[src/rtl/fetch_ctrl.sv]
// Fetch-stage control FSM: PC enable, branch redirect with flush bubbles, stall and halt handling.
// Control outputs are decoded combinationally from the registered state and current inputs.
module fetch_ctrl #(
  parameter int unsigned BUBBLES = 2,
  parameter logic [11:0] NOP     = 12'h000
) (
  input  logic        clk,
  input  logic        rst,
  input  logic        branch_taken_e,
  input  logic [11:0] branch_target_e,
  input  logic        stall_req,
  input  logic        halt_d,
  input  logic        resume,
  output logic        pc_en,
  output logic        PCSrcE,
  output logic [11:0] jumpPC,
  output logic        stop,
  output logic        flush,
  output logic [2:0]  state_o,
  output logic [7:0]  redirect_cnt
);

  typedef enum logic [2:0] {
    StBoot  = 3'd0,
    StRun   = 3'd1,
    StStall = 3'd2,
    StFlush = 3'd3,
    StHalt  = 3'd4
  } state_e;

  localparam logic [2:0] BubLoad = 3'(BUBBLES - 1);

  state_e     state_q, state_d;
  logic [2:0] cnt_q, cnt_d;
  logic [7:0] redirect_cnt_q, redirect_cnt_d;
  logic       accept;

  // NOP only matters to the IF/ID register downstream.
  logic unused_nop;
  assign unused_nop = ^NOP;

  always_comb begin
    state_d = state_q;
    cnt_d   = cnt_q;
    accept  = 1'b0;
    pc_en   = 1'b0;
    PCSrcE  = 1'b0;
    jumpPC  = 12'h000;
    stop    = 1'b0;
    flush   = 1'b0;
    unique case (state_q)
      StBoot: begin
        flush   = 1'b1;
        state_d = StRun;
      end
      StRun, StStall, StFlush: begin
        if (branch_taken_e) begin
          accept  = 1'b1;
          pc_en   = 1'b1;
          PCSrcE  = 1'b1;
          jumpPC  = branch_target_e;
          flush   = 1'b1;
          cnt_d   = BubLoad;
          state_d = (BUBBLES > 1) ? StFlush : StRun;
        end else if (halt_d && (state_q != StFlush)) begin
          flush   = 1'b1;
          state_d = StHalt;
        end else if (state_q == StFlush) begin
          // The redirect cycle itself counts as the first bubble.
          pc_en   = 1'b1;
          flush   = 1'b1;
          cnt_d   = (cnt_q != 3'd0) ? cnt_q - 3'd1 : 3'd0;
          state_d = (cnt_q <= 3'd1) ? StRun : StFlush;
        end else if (stall_req) begin
          stop    = 1'b1;
          state_d = StStall;
        end else begin
          pc_en   = 1'b1;
          state_d = StRun;
        end
      end
      StHalt: begin
        stop = 1'b1;
        if (resume) state_d = StRun;
      end
      default: begin
        flush   = 1'b1;
        state_d = StBoot;
      end
    endcase
  end

  always_comb begin
    redirect_cnt_d = redirect_cnt_q;
    if (accept && (redirect_cnt_q != 8'hFF)) redirect_cnt_d = redirect_cnt_q + 8'd1;
  end

  always_ff @(posedge clk or negedge rst) begin
    if (!rst) begin
      state_q        <= StBoot;
      cnt_q          <= 3'd0;
      redirect_cnt_q <= 8'd0;
    end else begin
      state_q        <= state_d;
      cnt_q          <= cnt_d;
      redirect_cnt_q <= redirect_cnt_d;
    end
  end

  assign state_o      = state_q;
  assign redirect_cnt = redirect_cnt_q;

endmodule

[config.mk]
export PLATFORM = sky130hd
export DESIGN_NAME = fetch_ctrl
export DESIGN_NICKNAME = d
export VERILOG_FILES = /design/src/rtl/fetch_ctrl.sv
export SDC_FILE = /design/constraint.sdc
export NUM_CORES = 1
export LEC_CHECK = 0
export ABC_AREA = 0
export BUFFER_PORTS_ARGS = -buffer_cell sky130_fd_sc_hd__buf_2
export CAP_MARGIN = 25
export CELL_PAD_IN_SITES_DETAIL_PLACEMENT = 1
export CELL_PAD_IN_SITES_GLOBAL_PLACEMENT = 1
export CORE_MARGIN = 1
export CORE_UTILIZATION = 34
export DETAILED_ROUTE_END_ITERATION = 6
export PLACE_DENSITY_LB_ADDON = 0.3
export SLEW_MARGIN = 20
export SYNTH_ARGS = -nofsm -noshare
export SYNTH_HDL_FRONTEND = slang
export SYNTH_SLANG_ARGS = --single-unit
[constraint.sdc]
create_clock -name clk -period 3.3 [get_ports clk]
set_input_delay 0.165 -clock clk [delete_from_list [all_inputs] [get_ports clk]]
set_output_delay 0.165 -clock clk [all_outputs]
set_load 0.01 [all_outputs]
==> Flow_metrics.wiki <==
{| class="wikitable"
! Metric !! Value
|-
| Final weighted congestion in routability-driven placement || 0.722
|-
| Residual antenna-violating net count after detailed routing || 0
|-
| Worst setup path startpoint || state_o[1]
|-
| Hold Crit Class || in2reg
|-
| Fin Hold WS || 0.218 ns
|-
| Critical path peak fanout || 9
|-
| Placed wire-length estimate after detailed placement || 1850 um
|-
| Most common library cell in the layout ignoring fill and taps || sky130_fd_sc_hd__buf_2
|-
| Result of the run || complete, no violations
|-
| Sequential share of the synthesized area || 39.9%
|-
| Setup repair after global routing missed its margin || false
|-
| Met2 Usage GRT || 32.3%
|-
| Met1 Use GR || 22.2%
|-
| Initial core utilization || 35.8%
|-
| Number of clock sinks || 14
|-
| Achievable clock frequency || 573 MHz
|-
| Worst clock skew || 0.00165 ns
|-
| Transition time at the pin with the least slew margin || 0.328 ns
|-
| Type of the setup path with the least slack || reg2out
|-
| Mean cell area of the mapped netlist || 9.06 um2
|-
| Startpoint of the lowest-slack register-to-register path || redirect_cnt[0]
|-
| Die extent in y || 52.8 um
|-
| Tcrit/Tclk final || 52.9%
|-
| Cell area after synthesis || 878 um2
|-
| Top library cells by usage in the layout, fill and taps aside || 44 x sky130_fd_sc_hd__buf_2, 14 x sky130_fd_sc_hd__dfrtp_1, 13 x sky130_fd_sc_hd__and3_1
|-
| Number of buffers inserted for hold repair after clock tree synthesis || 1
|-
| Worst-path clk slew || 0.08 ns
|-
| Layout overhead on the synthesized area || 30.1%
|-
| Count of cells resized by post-cts repair || 0
|-
| Final setup violation count || 0
|-
| Min cycle time layout || 1.75 ns
|-
| Diodes inserted || 0
|-
| Wire length reported by the detailed router || 2390 um
|-
| Final-report max-slew violation count || 0
|-
| # fillers || 314
|-
| # H-tree levels || 1
|-
| Startpoint type of the worst setup path || flop
|-
| Number of distinct library cell variants in the gate-level netlist after synthesis || 30
|-
| Hold Crit Start || halt_d
|-
| Chip Width || 52.8 um
|-
| Count of buffering cells on the critical path with inverters included || 1
|-
| Number of buffers inserted by port buffering || 44
|-
| Clock buffers created by TritonCTS || 3
|-
| Number of antenna violations at the first check in global routing || 0
|-
| IO Count || 45
|-
| Root Driver || sky130_fd_sc_hd__clkbuf_4
|-
| Most crowded layer after global routing || met2
|-
| Count of endpoints failing hold in the final timing report || 0
|-
| Post-Syn Nets || 118
|-
| Via/cell ratio || 5.17
|-
| Congestion Overflow GR || 0
|-
| Worst hold path depth || 3
|-
| Critical-path cell list || xnor2_1 > or3_1 > o21ai_0 > buf_2
|-
| CTS tree || done
|-
| Cell depth of the worst setup path || 4
|-
| Cell type group with the largest total delay on the critical path || flip-flops
|-
| First-pass GRT wire length || 3710 um
|-
| Fraction of final layout cells sized beyond drive strength 1 || 36.4%
|-
| Count of TritonRoute iterations in the first routing pass || 4
|-
| Category of the worst setup path capture point || primary output
|-
| Vias post-DR || 879
|-
| Max-capacitance violation count || 0
|-
| Met3 Resource Use GR || 3.19%
|-
| WP data required || 3.13 ns
|-
| Maximum number of pins on one net before global-route repair || 21
|-
| Maximum buffer depth of the clock tree || 2
|-
| Clock insertion delay at the later pin of the skew report || 0.27 ns
|-
| R2R depth || 5
|-
| Total die area || 0.00279 mm2
|-
| Power Density || 767 mW/mm2
|-
| Leakage component of the power || 0.000632 uW
|-
| Post-CTS repair timing setup buffer count || 0
|-
| Yosys Warn Count || 0
|-
| CP max-delay cell || sky130_fd_sc_hd__dfrtp_1
|-
| Initial DRC count || 5
|-
| Worst slew margin || 78.1%
|-
| Synthesized instance count || 97
|-
| Area inside the core boundary || 0.00245 mm2
|-
| Detailed-route wire length per cell || 14.1 um
|-
| Data arrival time of the critical path || 1.58 ns
|-
| Largest stage delay, worst path || 0.48 ns
|-
| Maximum ir drop on the vdd rail || 476 uV
|-
| Num rows || 18
|-
| Post-route setup TNS || 0 ns
|-
| Flops & latches, synth || 14
|-
| Count of nets after finishing || 163
|-
| Via count of the first global-routing pass || 822
|-
| DRC errors left || 0
|-
| GRT Resource Usage Total || 18.6%
|}
## worst register-to-register path: cells and delay by family (launching register included)
kind	cells	cell delay (ns)
DFF	1	0.42
AOI/OAI and AO/OA	1	0.20
adders and majority gates	1	0.23
and+or+nand+nor	2	0.31
muxes	1	0.34
## power by group
part / internal, uW / total, uW / switching (uW) / leakage [uW]
Combinational: 210 / 452 / 242 / 0.000446
Clock: 42.2 / 93.2 / 51.0 / 0.0000138
Sequential: 233 / 330 / 97.4 / 0.000172
Total: 485 / 876 / 391 / 0.000632
## worst paths after layout
kind                                   end  slack (ns)
setup / recovery                      stop        1.55
hold / removal                  state_o[2]        0.22
setup reg to reg           redirect_cnt[1]        1.70
hold reg to reg            redirect_cnt[7]        0.52
max in group asynchronous  redirect_cnt[6]        2.74
min in group asynchronous  redirect_cnt[0]        0.32
## flip-flops by register name (all words and copies together), names as in the netlist
| signal | cells |
|---|---|
| redirect_cnt | 8 |
| cnt_q | 3 |
| state_o | 3 |
## Yosys cell counts
| cell | number | area [um2] |
|---|---|---|
| sky130_fd_sc_hd__dfrtp_1 | 14 | 350 |
| sky130_fd_sc_hd__and3_1 | 13 | 81.3 |
| sky130_fd_sc_hd__nand2_1 | 8 | 30.0 |
| sky130_fd_sc_hd__nor2_1 | 6 | 22.5 |
| sky130_fd_sc_hd__o21ai_0 | 6 | 30.0 |
| sky130_fd_sc_hd__inv_1 | 5 | 18.8 |
| sky130_fd_sc_hd__a21oi_1 | 4 | 20.0 |
| sky130_fd_sc_hd__xnor2_1 | 4 | 35.0 |
| sky130_fd_sc_hd__clkbuf_1 | 3 | 11.3 |
| sky130_fd_sc_hd__ha_1 | 3 | 37.5 |
| sky130_fd_sc_hd__nand4_1 | 3 | 18.8 |
| sky130_fd_sc_hd__xor2_1 | 3 | 26.3 |
| sky130_fd_sc_hd__buf_4 | 2 | 15.0 |
| sky130_fd_sc_hd__mux2i_1 | 2 | 20.0 |
| sky130_fd_sc_hd__nand3_1 | 2 | 10.0 |
| sky130_fd_sc_hd__nand3b_1 | 2 | 15.0 |
| sky130_fd_sc_hd__nor3_1 | 2 | 10.0 |
| sky130_fd_sc_hd__nor4_1 | 2 | 12.5 |
| sky130_fd_sc_hd__o21a_1 | 2 | 15.0 |
| sky130_fd_sc_hd__a21o_1 | 1 | 7.51 |
| sky130_fd_sc_hd__mux2_2 | 1 | 11.3 |
| sky130_fd_sc_hd__nand2_4 | 1 | 11.3 |
| sky130_fd_sc_hd__nor2b_1 | 1 | 6.26 |
| sky130_fd_sc_hd__o2111a_1 | 1 | 11.3 |
| sky130_fd_sc_hd__o21ba_4 | 1 | 16.3 |
| sky130_fd_sc_hd__o21bai_1 | 1 | 7.51 |
| sky130_fd_sc_hd__o22ai_1 | 1 | 6.26 |
| sky130_fd_sc_hd__o32ai_1 | 1 | 8.76 |
| sky130_fd_sc_hd__or2_2 | 1 | 6.26 |
| sky130_fd_sc_hd__or3_1 | 1 | 6.26 |
## logic make-up after synthesis
logic type / share of synthesized area, %
adder cells (fa/ha/maj): 4.27
XOR/XNOR: 6.98
flip-flops: 39.9
buffers and inverters: 5.13
AND/OR/NAND/NOR: 26.2
AO/OA/AOI/OAI: 14.0
multiplexers: 3.56
## routing by layer
layer	part of all wire (%)	routed length, um	vias up
li1	-	-	434
met1	44	1050	410
met2	49	1160	31
met3	6.3	151	4
met4	1.0	25	0
met5	0	0	-
## per-stage QoR
step           area, um2  setup slack [ns]  cells  util [%]  total power [uW]
2_1_floorplan        878              1.80     97         -               630
3_3_place_gp        1110              1.80    166      45.2               770
3_5_place_dp        1110              1.70    166      45.2               791
4_1_cts             1140              1.54    170      46.5               890
5_1_grt             1140              1.46    170      46.5               954
6_report            1140              1.55    170      46.5               876
## layout make-up
type	instances	area (um2)	area share, %
Clock buffer	3	22.5	1.97
Inverter	5	18.8	1.64
Multi-Input combinational cell	73	483	42.3
Sequential cell	14	350	30.7
Tap cell	30	37.5	3.29
Timing Repair Buffer	45	230	20.2
(Power assumes the default switching activity.)
